### src/rtl/vc_buffer_array.sv
// vc_buffer_array: per-VC input FIFOs for one router input port, with a
// round-robin output arbiter, optional packet lock, a grant hold register
// that keeps a stalled output stable, per-VC occupancy and a sticky error flag.
module vc_buffer_array #(
  parameter  int N_VC     = 3,
  parameter  int DEPTH    = 4,
  parameter  int WIDTH    = 34,
  parameter  int PKT_LOCK = 1,
  localparam int VC_W     = (N_VC > 1) ? $clog2(N_VC) : 1,
  localparam int CNT_W    = $clog2(DEPTH + 1)
) (
  input  logic                    clk,
  input  logic                    arst,
  input  logic [WIDTH-1:0]        fdata_i,
  input  logic [VC_W-1:0]         vc_id_i,
  input  logic                    last_i,
  input  logic                    valid_i,
  output logic [N_VC-1:0]         ready_o,
  output logic [WIDTH-1:0]        fdata_o,
  output logic [VC_W-1:0]         vc_id_o,
  output logic                    last_o,
  output logic                    valid_o,
  input  logic                    ready_i,
  output logic [N_VC*CNT_W-1:0]   occ_o,
  output logic                    error_o
);

  localparam int PTR_W = (DEPTH > 1) ? $clog2(DEPTH) : 1;

  // Advance a FIFO slot pointer, wrapping at DEPTH (DEPTH need not be 2^n).
  function automatic logic [PTR_W-1:0] ptr_inc(input logic [PTR_W-1:0] p);
    if (p == PTR_W'(DEPTH - 1)) begin
      ptr_inc = {PTR_W{1'b0}};
    end else begin
      ptr_inc = p + PTR_W'(1);
    end
  endfunction

  // Candidate VC at offset i after the round-robin pointer, modulo N_VC.
  function automatic logic [VC_W-1:0] rr_idx(input logic [VC_W-1:0] p, input int i);
    rr_idx = VC_W'((int'(p) + i) % N_VC);
  endfunction

  logic [N_VC-1:0]  empty_s;
  logic [N_VC-1:0]  full_s;
  logic [WIDTH:0]   head_arr_s [N_VC];
  logic [WIDTH:0]   head_s;
  logic             vc_in_range_s;
  logic             wr_full_s;
  logic             wr_en_s;
  logic             wr_err_s;
  logic             pop_s;
  logic [VC_W-1:0]  rr_vc_s;
  logic             rr_found_s;
  logic [VC_W-1:0]  grant_s;
  logic [VC_W-1:0]  rr_ptr_r;
  logic             lock_vld_r;
  logic [VC_W-1:0]  lock_vc_r;
  logic             hold_vld_r;
  logic [VC_W-1:0]  hold_vc_r;
  logic             err_r;

  assign vc_in_range_s = (32'(vc_id_i) < 32'(N_VC));

  // Look up whether the addressed VC is full; out-of-range ids never index.
  always_comb begin
    wr_full_s = 1'b0;
    if (vc_in_range_s) begin
      wr_full_s = full_s[vc_id_i];
    end else begin
      wr_full_s = 1'b0;
    end
  end

  assign wr_en_s  = valid_i && vc_in_range_s && !wr_full_s;
  assign wr_err_s = valid_i && (!vc_in_range_s || wr_full_s);

  for (genvar v = 0; v < N_VC; v++) begin : g_vc
    logic [WIDTH:0]     mem_r [DEPTH];
    logic [PTR_W-1:0]   wr_ptr_r;
    logic [PTR_W-1:0]   rd_ptr_r;
    logic [CNT_W-1:0]   cnt_r;
    logic               wr_s;
    logic               rd_s;

    assign wr_s          = wr_en_s && (vc_id_i == VC_W'(v));
    assign rd_s          = pop_s && (grant_s == VC_W'(v));
    assign empty_s[v]    = (cnt_r == {CNT_W{1'b0}});
    assign full_s[v]     = (cnt_r == CNT_W'(DEPTH));
    assign head_arr_s[v] = mem_r[rd_ptr_r];
    assign occ_o[v*CNT_W +: CNT_W] = cnt_r;

    // FIFO pointers and exact occupancy count for this VC.
    always_ff @(posedge clk or negedge arst) begin
      if (!arst) begin
        wr_ptr_r <= {PTR_W{1'b0}};
        rd_ptr_r <= {PTR_W{1'b0}};
        cnt_r    <= {CNT_W{1'b0}};
      end else begin
        if (wr_s) wr_ptr_r <= ptr_inc(wr_ptr_r);
        else      wr_ptr_r <= wr_ptr_r;
        if (rd_s) rd_ptr_r <= ptr_inc(rd_ptr_r);
        else      rd_ptr_r <= rd_ptr_r;
        case ({wr_s, rd_s})
          2'b10:   cnt_r <= cnt_r + CNT_W'(1);
          2'b01:   cnt_r <= cnt_r - CNT_W'(1);
          default: cnt_r <= cnt_r;
        endcase
      end
    end

    // Flit storage; contents are only meaningful below the occupancy count.
    always_ff @(posedge clk) begin
      if (wr_s) begin
        mem_r[wr_ptr_r] <= {last_i, fdata_i};
      end
    end
  end

  // Round-robin search for the first non-empty VC after the pointer.
  always_comb begin
    rr_found_s = 1'b0;
    rr_vc_s    = rr_ptr_r;
    for (int i = 1; i <= N_VC; i++) begin
      if (!rr_found_s && !empty_s[rr_idx(rr_ptr_r, i)]) begin
        rr_found_s = 1'b1;
        rr_vc_s    = rr_idx(rr_ptr_r, i);
      end else begin
        rr_found_s = rr_found_s;
      end
    end
  end

  // Grant priority: packet lock, then stall hold, then round-robin.
  always_comb begin
    grant_s = rr_vc_s;
    if (lock_vld_r) begin
      grant_s = lock_vc_r;
    end else if (hold_vld_r) begin
      grant_s = hold_vc_r;
    end else begin
      grant_s = rr_vc_s;
    end
  end

  assign head_s  = head_arr_s[grant_s];
  assign valid_o = !empty_s[grant_s];
  assign fdata_o = head_s[WIDTH-1:0];
  assign last_o  = head_s[WIDTH];
  assign vc_id_o = grant_s;
  assign pop_s   = valid_o && ready_i;
  assign ready_o = ~full_s;
  assign error_o = err_r;

  // Arbitration state: rr pointer, packet lock, stall hold and sticky error.
  always_ff @(posedge clk or negedge arst) begin
    if (!arst) begin
      rr_ptr_r   <= VC_W'(N_VC - 1);
      lock_vld_r <= 1'b0;
      lock_vc_r  <= {VC_W{1'b0}};
      hold_vld_r <= 1'b0;
      hold_vc_r  <= {VC_W{1'b0}};
      err_r      <= 1'b0;
    end else begin
      err_r <= err_r | wr_err_s;
      if (pop_s) begin
        rr_ptr_r   <= grant_s;
        hold_vld_r <= 1'b0;
        hold_vc_r  <= hold_vc_r;
        if (PKT_LOCK != 0) begin
          lock_vld_r <= !last_o;
          lock_vc_r  <= grant_s;
        end else begin
          lock_vld_r <= 1'b0;
          lock_vc_r  <= lock_vc_r;
        end
      end else begin
        rr_ptr_r   <= rr_ptr_r;
        lock_vld_r <= lock_vld_r;
        lock_vc_r  <= lock_vc_r;
        if (valid_o) begin
          hold_vld_r <= 1'b1;
          hold_vc_r  <= grant_s;
        end else begin
          hold_vld_r <= 1'b0;
          hold_vc_r  <= hold_vc_r;
        end
      end
    end
  end

endmodule

### config.mk
export PLATFORM = sky130hd
export DESIGN_NAME = vc_buffer_array
export DESIGN_NICKNAME = d
export VERILOG_FILES = /design/src/rtl/vc_buffer_array.sv
export SDC_FILE = /design/constraint.sdc
export NUM_CORES = 1
export LEC_CHECK = 0
export CAP_MARGIN = 0
export CORE_ASPECT_RATIO = 0.9
export CORE_UTILIZATION = 58
export DETAILED_ROUTE_END_ITERATION = 12
export GPL_TIMING_DRIVEN = 0
export PLACE_DENSITY = 0.87
export SLEW_MARGIN = 20
export SYNTH_ARGS = -nofsm -noshare
export SYNTH_HDL_FRONTEND = slang
export SYNTH_SLANG_ARGS = --single-unit
### constraint.sdc
create_clock -name clk -period 8 [get_ports clk]
set_input_delay 0.8 -clock clk [delete_from_list [all_inputs] [get_ports clk]]
set_output_delay 0.8 -clock clk [all_outputs]
set_load 0.01 [all_outputs]
* Word level (Yosys, flattened, before mapping)
Memories as Yosys holds them, arrays and structs flattened. Index checks and enable logic that the tools add are counted.
Storage, ports and cells: bits in registers 30, memory bits (writable) 420, output and inout bits 51, memories kept 3
Operators by class: $add $sub $neg 15, divide/modulo/power cells 3, magnitude comparators 7, equal/unequal tests 19, mux-type cells 38, bitwise operators 5, reductions and logical operators 29
Memories:
- g_vc[0].mem_r | words 4, width 35, read ports 1, clocked after memory_dff 0, wr ports 1, line 79 | logic [WIDTH:0] mem_r [DEPTH];
- g_vc[1].mem_r | words 4, width 35, read ports 1, clocked after memory_dff 0, wr ports 1, line 79
- g_vc[2].mem_r | words 4, width 35, read ports 1, clocked after memory_dff 0, wr ports 1, line 79
Operators with widths (count):
- $mod A32 B3 Y32 const B | 3
- $bmux W35 S2 | 1
- $mux W35 | 2
- $eq A2 B2 Y1 const B | 11
- $mux W2 | 11
- $pmux W3 S2 | 3
- $mux W1 | 16
- $lt A2 B3 Y1 const B | 5
- $add A2 B1 Y2 const B | 6
- $logic_and A1 B1 Y1 | 12
- $bmux W1 S2 | 5
- $eq A2 B1 Y1 const B | 5
- $add A3 B1 Y3 const B | 3
- $eq A3 B3 Y1 const B | 3
- $logic_not A3 Y1 | 3
- $sub A3 B1 Y3 const B | 3
- $logic_not A1 Y1 | 7
- $add A2 B2 Y3 const B | 2
- $reduce_bool A2 Y1 | 3
- $logic_not A2 Y1 | 2
- $add A2 B1 Y3 const B | 1
- $ge A3 B3 Y1 const B | 1
- $not A2 Y3 | 1
- $not A3 Y3 | 1
- other kinds (5) | 6

* Depth between registers and ports, before layout
word-level depth 19, mapped depth 17, mapped depth without buffers 15

* Worst setup path before layout
OpenSTA, ideal clock, no wires.
path kind reg2reg, start register rr_ptr_r[1], end register g_vc[1].cnt_r[2], setup time 79 ps, data arrival time 3837 ps, required time 7921 ps, setup slack 4084 ps, cell stages (with the launch flop) 16, buffers on the path 1, cells stage by stage dfstp_2 -> inv_1 -> ha_1 -> buf_6 -> or4_4 -> or3_4 -> a2111oi_4 -> a21oi_2 -> or4_4 -> inv_1 -> ha_1 -> inv_1 -> fa_1 -> xor2_1 -> nor2_1 -> xor2_1
Between the ends: word-level cells in the longest chain between the ends 19, elaborated cells on any way between the ends 34, classes of those cells 3 x add/sub; 3 x div; 3 x eq/ne; 16 x mux; 9 x reduce/logical
RTL lines:
- start: declaration | line 56 | logic [VC_W-1:0] rr_ptr_r;
- start signal: assignment | line 158 | rr_ptr_r <= VC_W'(N_VC - 1);
- start signal: assignment | line 167 | rr_ptr_r <= grant_s;
- start signal: assignment | line 178 | rr_ptr_r <= rr_ptr_r;
- $add A2 B2 Y3 | line 41 | rr_idx = VC_W'((int'(p) + i) % N_VC);
- $mod A32 B3 Y32 | line 41
- $bmux W1 S2 | line 125 | if (!rr_found_s && !empty_s[rr_idx(rr_ptr_r, i)]) begin
- $mux W1 (not written as such) | line 125
- $logic_not A1 Y1 | line 125
- $logic_and A1 B1 Y1 | line 125
- $mux W1 | line 125
- $logic_not A1 Y1 | line 125
- [... 4 more ...]
- $bmux W1 S2 | line 147 | assign valid_o = !empty_s[grant_s];
- $mux W1 (not written as such) | line 147
- $logic_not A1 Y1 | line 147
- $logic_and A1 B1 Y1 | line 151 | assign pop_s = valid_o && ready_i;
- $logic_and A1 B1 Y1 * | line 87 | assign rd_s = pop_s && (grant_s == VC_W'(v));
- net g_vc[1].rd_s | line 84 | logic rd_s;
- $eq A2 B1 Y1 or $eq A2 B2 Y1 (tied branches) | line 104 | case ({wr_s, rd_s})
- $pmux W3 S2 or $reduce_bool A2 Y1 (tied branches)
- end signal: assignment | line 105 | 2'b10: cnt_r <= cnt_r + CNT_W'(1);
- end signal: assignment | line 106 | 2'b01: cnt_r <= cnt_r - CNT_W'(1);
- end signal: assignment | line 107 | default: cnt_r <= cnt_r;
- end: declaration | line 82 | logic [CNT_W-1:0] cnt_r;
Mark *: on every way through the listed nets, which the timed path passes. The rest lies on a longest branch. The select of a mux whose other input is x is not followed. A chain may end at the register's enable or synchronous reset.

* Worst setup path after layout
start register rr_ptr_r[1], end output fdata_o[25]
Between the ends: word-level cells in the longest chain between the ends 16, elaborated cells on any way between the ends 28, classes of those cells 3 x add/sub; 3 x div; 16 x mux; 1 x bitwise; 5 x reduce/logical
RTL lines:
- $add A2 B2 Y3 | line 41
- $mod A32 B3 Y32 | line 41
- $bmux W1 S2 | line 125
- $mux W1 (not written as such) | line 125
- $logic_not A1 Y1 | line 125
- $logic_and A1 B1 Y1 | line 125
- $mux W1 | line 125
- $logic_not A1 Y1 | line 125
- $logic_and A1 B1 Y1 | line 125
- $mux W2 * | line 125
- $mux W2 * | line 139 | end else if (hold_vld_r) begin
- $mux W2 * | line 137 | if (lock_vld_r) begin
- $not A2 Y3 (not written as such) * | line 146 | assign head_s = head_arr_s[grant_s];
- $bmux W35 S2 * | line 146
- $mux W35 (not written as such) * (2 in a row) | line 146
- end: declaration | line 19 | output logic [WIDTH-1:0] fdata_o,
Every way passes the cells marked *; elsewhere a longest branch is shown, timed or not. The select of a mux whose other input is x is not followed.

==> results.md <==
* Post-cts sizing count at 0
* TritonRoute pass-1 iters at 7
* Root buf cell: clkbuf_16
* Die ar. at 31800 um^2
* Vias at 9680
* Ys flop type: edfxtp_1
* Int Power at 5.45 mW
* Post-Synthesis Cells at 902
* Vias in the first global route at 9931
* Worst hold path class: in2async
* # DRC at 0
* Fmax at 166 MHz
* Sink Count at 449
* Worst-margin pin slew at 1.14 ns
* Global Route Usage Sum at 26.9%
* Critical Path RT at 7.20 ns
* Switching power total at 2.87 mW
* Data arrival, critical path at 5.23 ns
* Critical path class: reg2out
* Slew Viols, Final at 0
* Chip Height at 169 um
* Register area share after synthesis at 73.9%
* Num ports at 92
* Post-synth EDFFs at 420
* Slowest CP cell: clkbuf_1
* Switching share of power at 34.5%
* CTS tree: done
* DRT iter0 DRCs at 1218
* Clock Latency Late Sink at 0.55 ns
* CP endpoint kind: primary output
* Drt wl/cell at 28.2 um
* Pre-CTS setup slack at 2.73 ns
* Final Skew at 0.0114 ns
* Largest family of logic cells by synthesized area: multiplexers
* H-tree levels at 2
* Crit-path max FO at 10
* WL final at 42000 um
* Setup_tns at 0 ns
* Design area at 21100 um^2
* I/O Buffers at 91
* Initial antenna violation count at 3
* DPL Wire Length at 24300 um
* Worst relative slew slack at 23.9%
* Tcrit/Tclk final at 75.3%
* Power Dens Cells at 394 nW/um^2
* Initial Utilization at 59.7%
* Die Width at 188 um
* Leakage power at 6.96 nW
* CP Launch Type: flip-flop
* Mean number of vias per cell at 6.51
* Final hold violations at 0
* Max VDD drop at 237 uV
* Post-Synth Adder-Cell Area at 1.72%
* Post-synthesis mux area share at 15.7%
* Share of cells above drive strength 1 at 20.7%
* Synth Register Bits at 449
* Total global routing overflow at 0
* Global-route wire length before repair at 61400 um
* Status: finished clean
* Layout net count at 1115
* RSZ-0062 raised after global routing: no
* Sequential power share at 34.5%
* Mapped Area at 18100 um^2
* Pin count of the biggest net entering global routing at 30
* Setup ws final at 1.97 ns
* Num CTS Buffers at 44
* # Post-CTS Setup Buffers at 0
* Logic pwr share at 41.5%
* Hold Slack at 0.294 ns
* Final Critical Period at 6.03 ns
* Crit-path cells: inv_1 -> ha_1 -> buf_6 -> or4_4 -> a2bb2o_2 -> a22oi_1 -> a31o_1 -> a21oi_2 -> buf_2 -> clkbuf_1 -> nand3_1 -> o21ai_0 -> clkdlybuf4s50_1
* XOR/XNOR share of the synthesized area at 0.437%
* Clk buf depth at 3
* FFs w/ async S/R, synth at 6.46%
* P&R area growth vs syn at 17.0%
* Synth unique cells at 62
* Post-route ant nets at 0
* Core Area at 30300 um^2
* Syn_nets at 966
* Syn avg cell area at 20.0 um^2
* GP Congestion at 0.885
* Final setup violation count at 0
* Post-synthesis compound-gate area fraction at 3.01%
* Worst-path clk slew at 0.07 ns
* Max Cap Viol at 0
* Post-Synth Simple-Gate Area at 3.47%
* Worst stage delay on the critical path at 0.66 ns
* Clock network power share at 24.0%
* # hold bufs at CTS at 0
* Total power at 8.32 mW
* Cell Rows at 60
* Ys Warns at 0
* Placed cell area at 19700 um^2
[cells by family (layout without fill, tap and decap cells)]
group | count (synthesis) | count (layout)
buffers and inverters | 77 | 257
AO/OA/AOI/OAI | 83 | 83
adder cells (fa/ha/maj) | 23 | 23
other | 0 | 2
flip-flops | 449 | 449
AND/OR/NAND/NOR | 111 | 111
XOR/XNOR | 9 | 9
multiplexers | 150 | 150
[metal layers]
layer  part of all wire [%]  up-vias  global-route usage, %
met5                      0        -                      0
met4                    3.3        0                   10.6
met3                    8.9       99                   5.02
met2                     50      607                   45.2
met1                     38     4994                   35.3
li1                       -     3980                      -
[worst max-delay path, delay by kind of cell, from the launching register on]
kind / cells / cell delay, ns
buffers and inverters: 5 / 1.82
and+or+nand+nor: 2 / 0.69
DFF: 1 / 0.56
adders and majority gates: 1 / 0.30
AOI/OAI and AO/OA: 5 / 1.32
[path summary, 6_finish.rpt]
| check | from | to | slack [ns] | cells after the start |
|---|---|---|---|---|
| min in group clk | hold_vc_r[0] | hold_vc_r[0] | 0.48 | 1 |
| worst max register to register | rr_ptr_r[1] | g_vc[1].cnt_r[2] | 3.76 | 15 |
| worst min register to register | hold_vc_r[0] | hold_vc_r[0] | 0.48 | 1 |
| worst min-delay path | arst | hold_vc_r[1] | 0.29 | 1 |
| max in group asynchronous | arst | lock_vld_r | 7.25 | 1 |
| worst max-delay path | rr_ptr_r[1] | fdata_o[25] | 1.97 | 13 |
[registers in the layout, summed over array words and instances (netlist names)]
name	flops
hold_vc_r	2
hold_vld_r	1
g_vc.rd_ptr_r	6
g_vc.cnt_r	9
g_vc.wr_ptr_r	6
lock_vld_r	1
g_vc.mem_r	420
lock_vc_r	1
error_o	1
rr_ptr_r	2
[cells in the final DEF (no fill, tap or decap), drive strengths merged, types with 2 or more instances in the layout]
master,count
clkinvlp,3
buf,28
nor3,10
or4,3
edfxtp,420
diode,2
dfrtp,28
or3,9
nand2,12
clkbuf,91
xor2,6
o21ai,45
nor2,14
clkdlybuf4s50,90
ha,20
o31a,2
nand3,39
mux4,105
o31ai,4
inv,26
and2,14
a21oi,11
a21o,4
and3,2
mux2i,38
fa,3
clkinv,16
xnor2,3
nor4,4
mux2,7
bufinv,3
[power groups by stage]
stage          clock [mW]  combinational, mW  sequential (mW)
2_1_floorplan           0               1.98             2.89
3_5_place_dp            0               3.36             2.91
5_1_grt              2.10               3.65             2.88
4_1_cts              2.01               3.43             2.87
6_report             2.00               3.45             2.87
3_3_place_gp            0               3.26             2.90
[per-stage QoR]
stage,util [%],cells
2_1_floorplan,-,902
3_3_place_gp,64.3,1396
3_5_place_dp,65.2,1408
6_report,69.8,1487
4_1_cts,69.8,1485
5_1_grt,69.8,1487
[cell type report]
type | instances | area (um^2)
multi-input cells | 376 | 4410
clock inverters | 22 | 203
well taps | 403 | 504
fillers | 1764 | 9140
repair buffers | 103 | 1150
inverters | 26 | 97.6
flip-flops and latches | 449 | 13300
diodes | 2 | 5.00
plain buffers | 51 | 229
clock buffers | 55 | 1180
[cells in the mapped netlist, drive strengths merged, types with 4 or more instances]
cell | n | share of area [%]
mux2i | 38 | 2.1
mux2 | 7 | 0.48
inv | 26 | 0.54
clkbuf | 36 | 0.75
o31ai | 4 | 0.24
edfxtp | 420 | 70
ha | 20 | 1.4
or3 | 9 | 0.34
mux4 | 105 | 13
nor4 | 4 | 0.17
buf | 15 | 0.50
nand2 | 12 | 0.26
nor3 | 10 | 0.33
a21oi | 11 | 0.33
a21o | 4 | 0.17
nor2 | 14 | 0.29
o21ai | 45 | 1.2
and2 | 14 | 0.49
nand3 | 39 | 1.1
xor2 | 6 | 0.29
dfrtp | 28 | 3.9
Power figures use the tool's default switching activity.
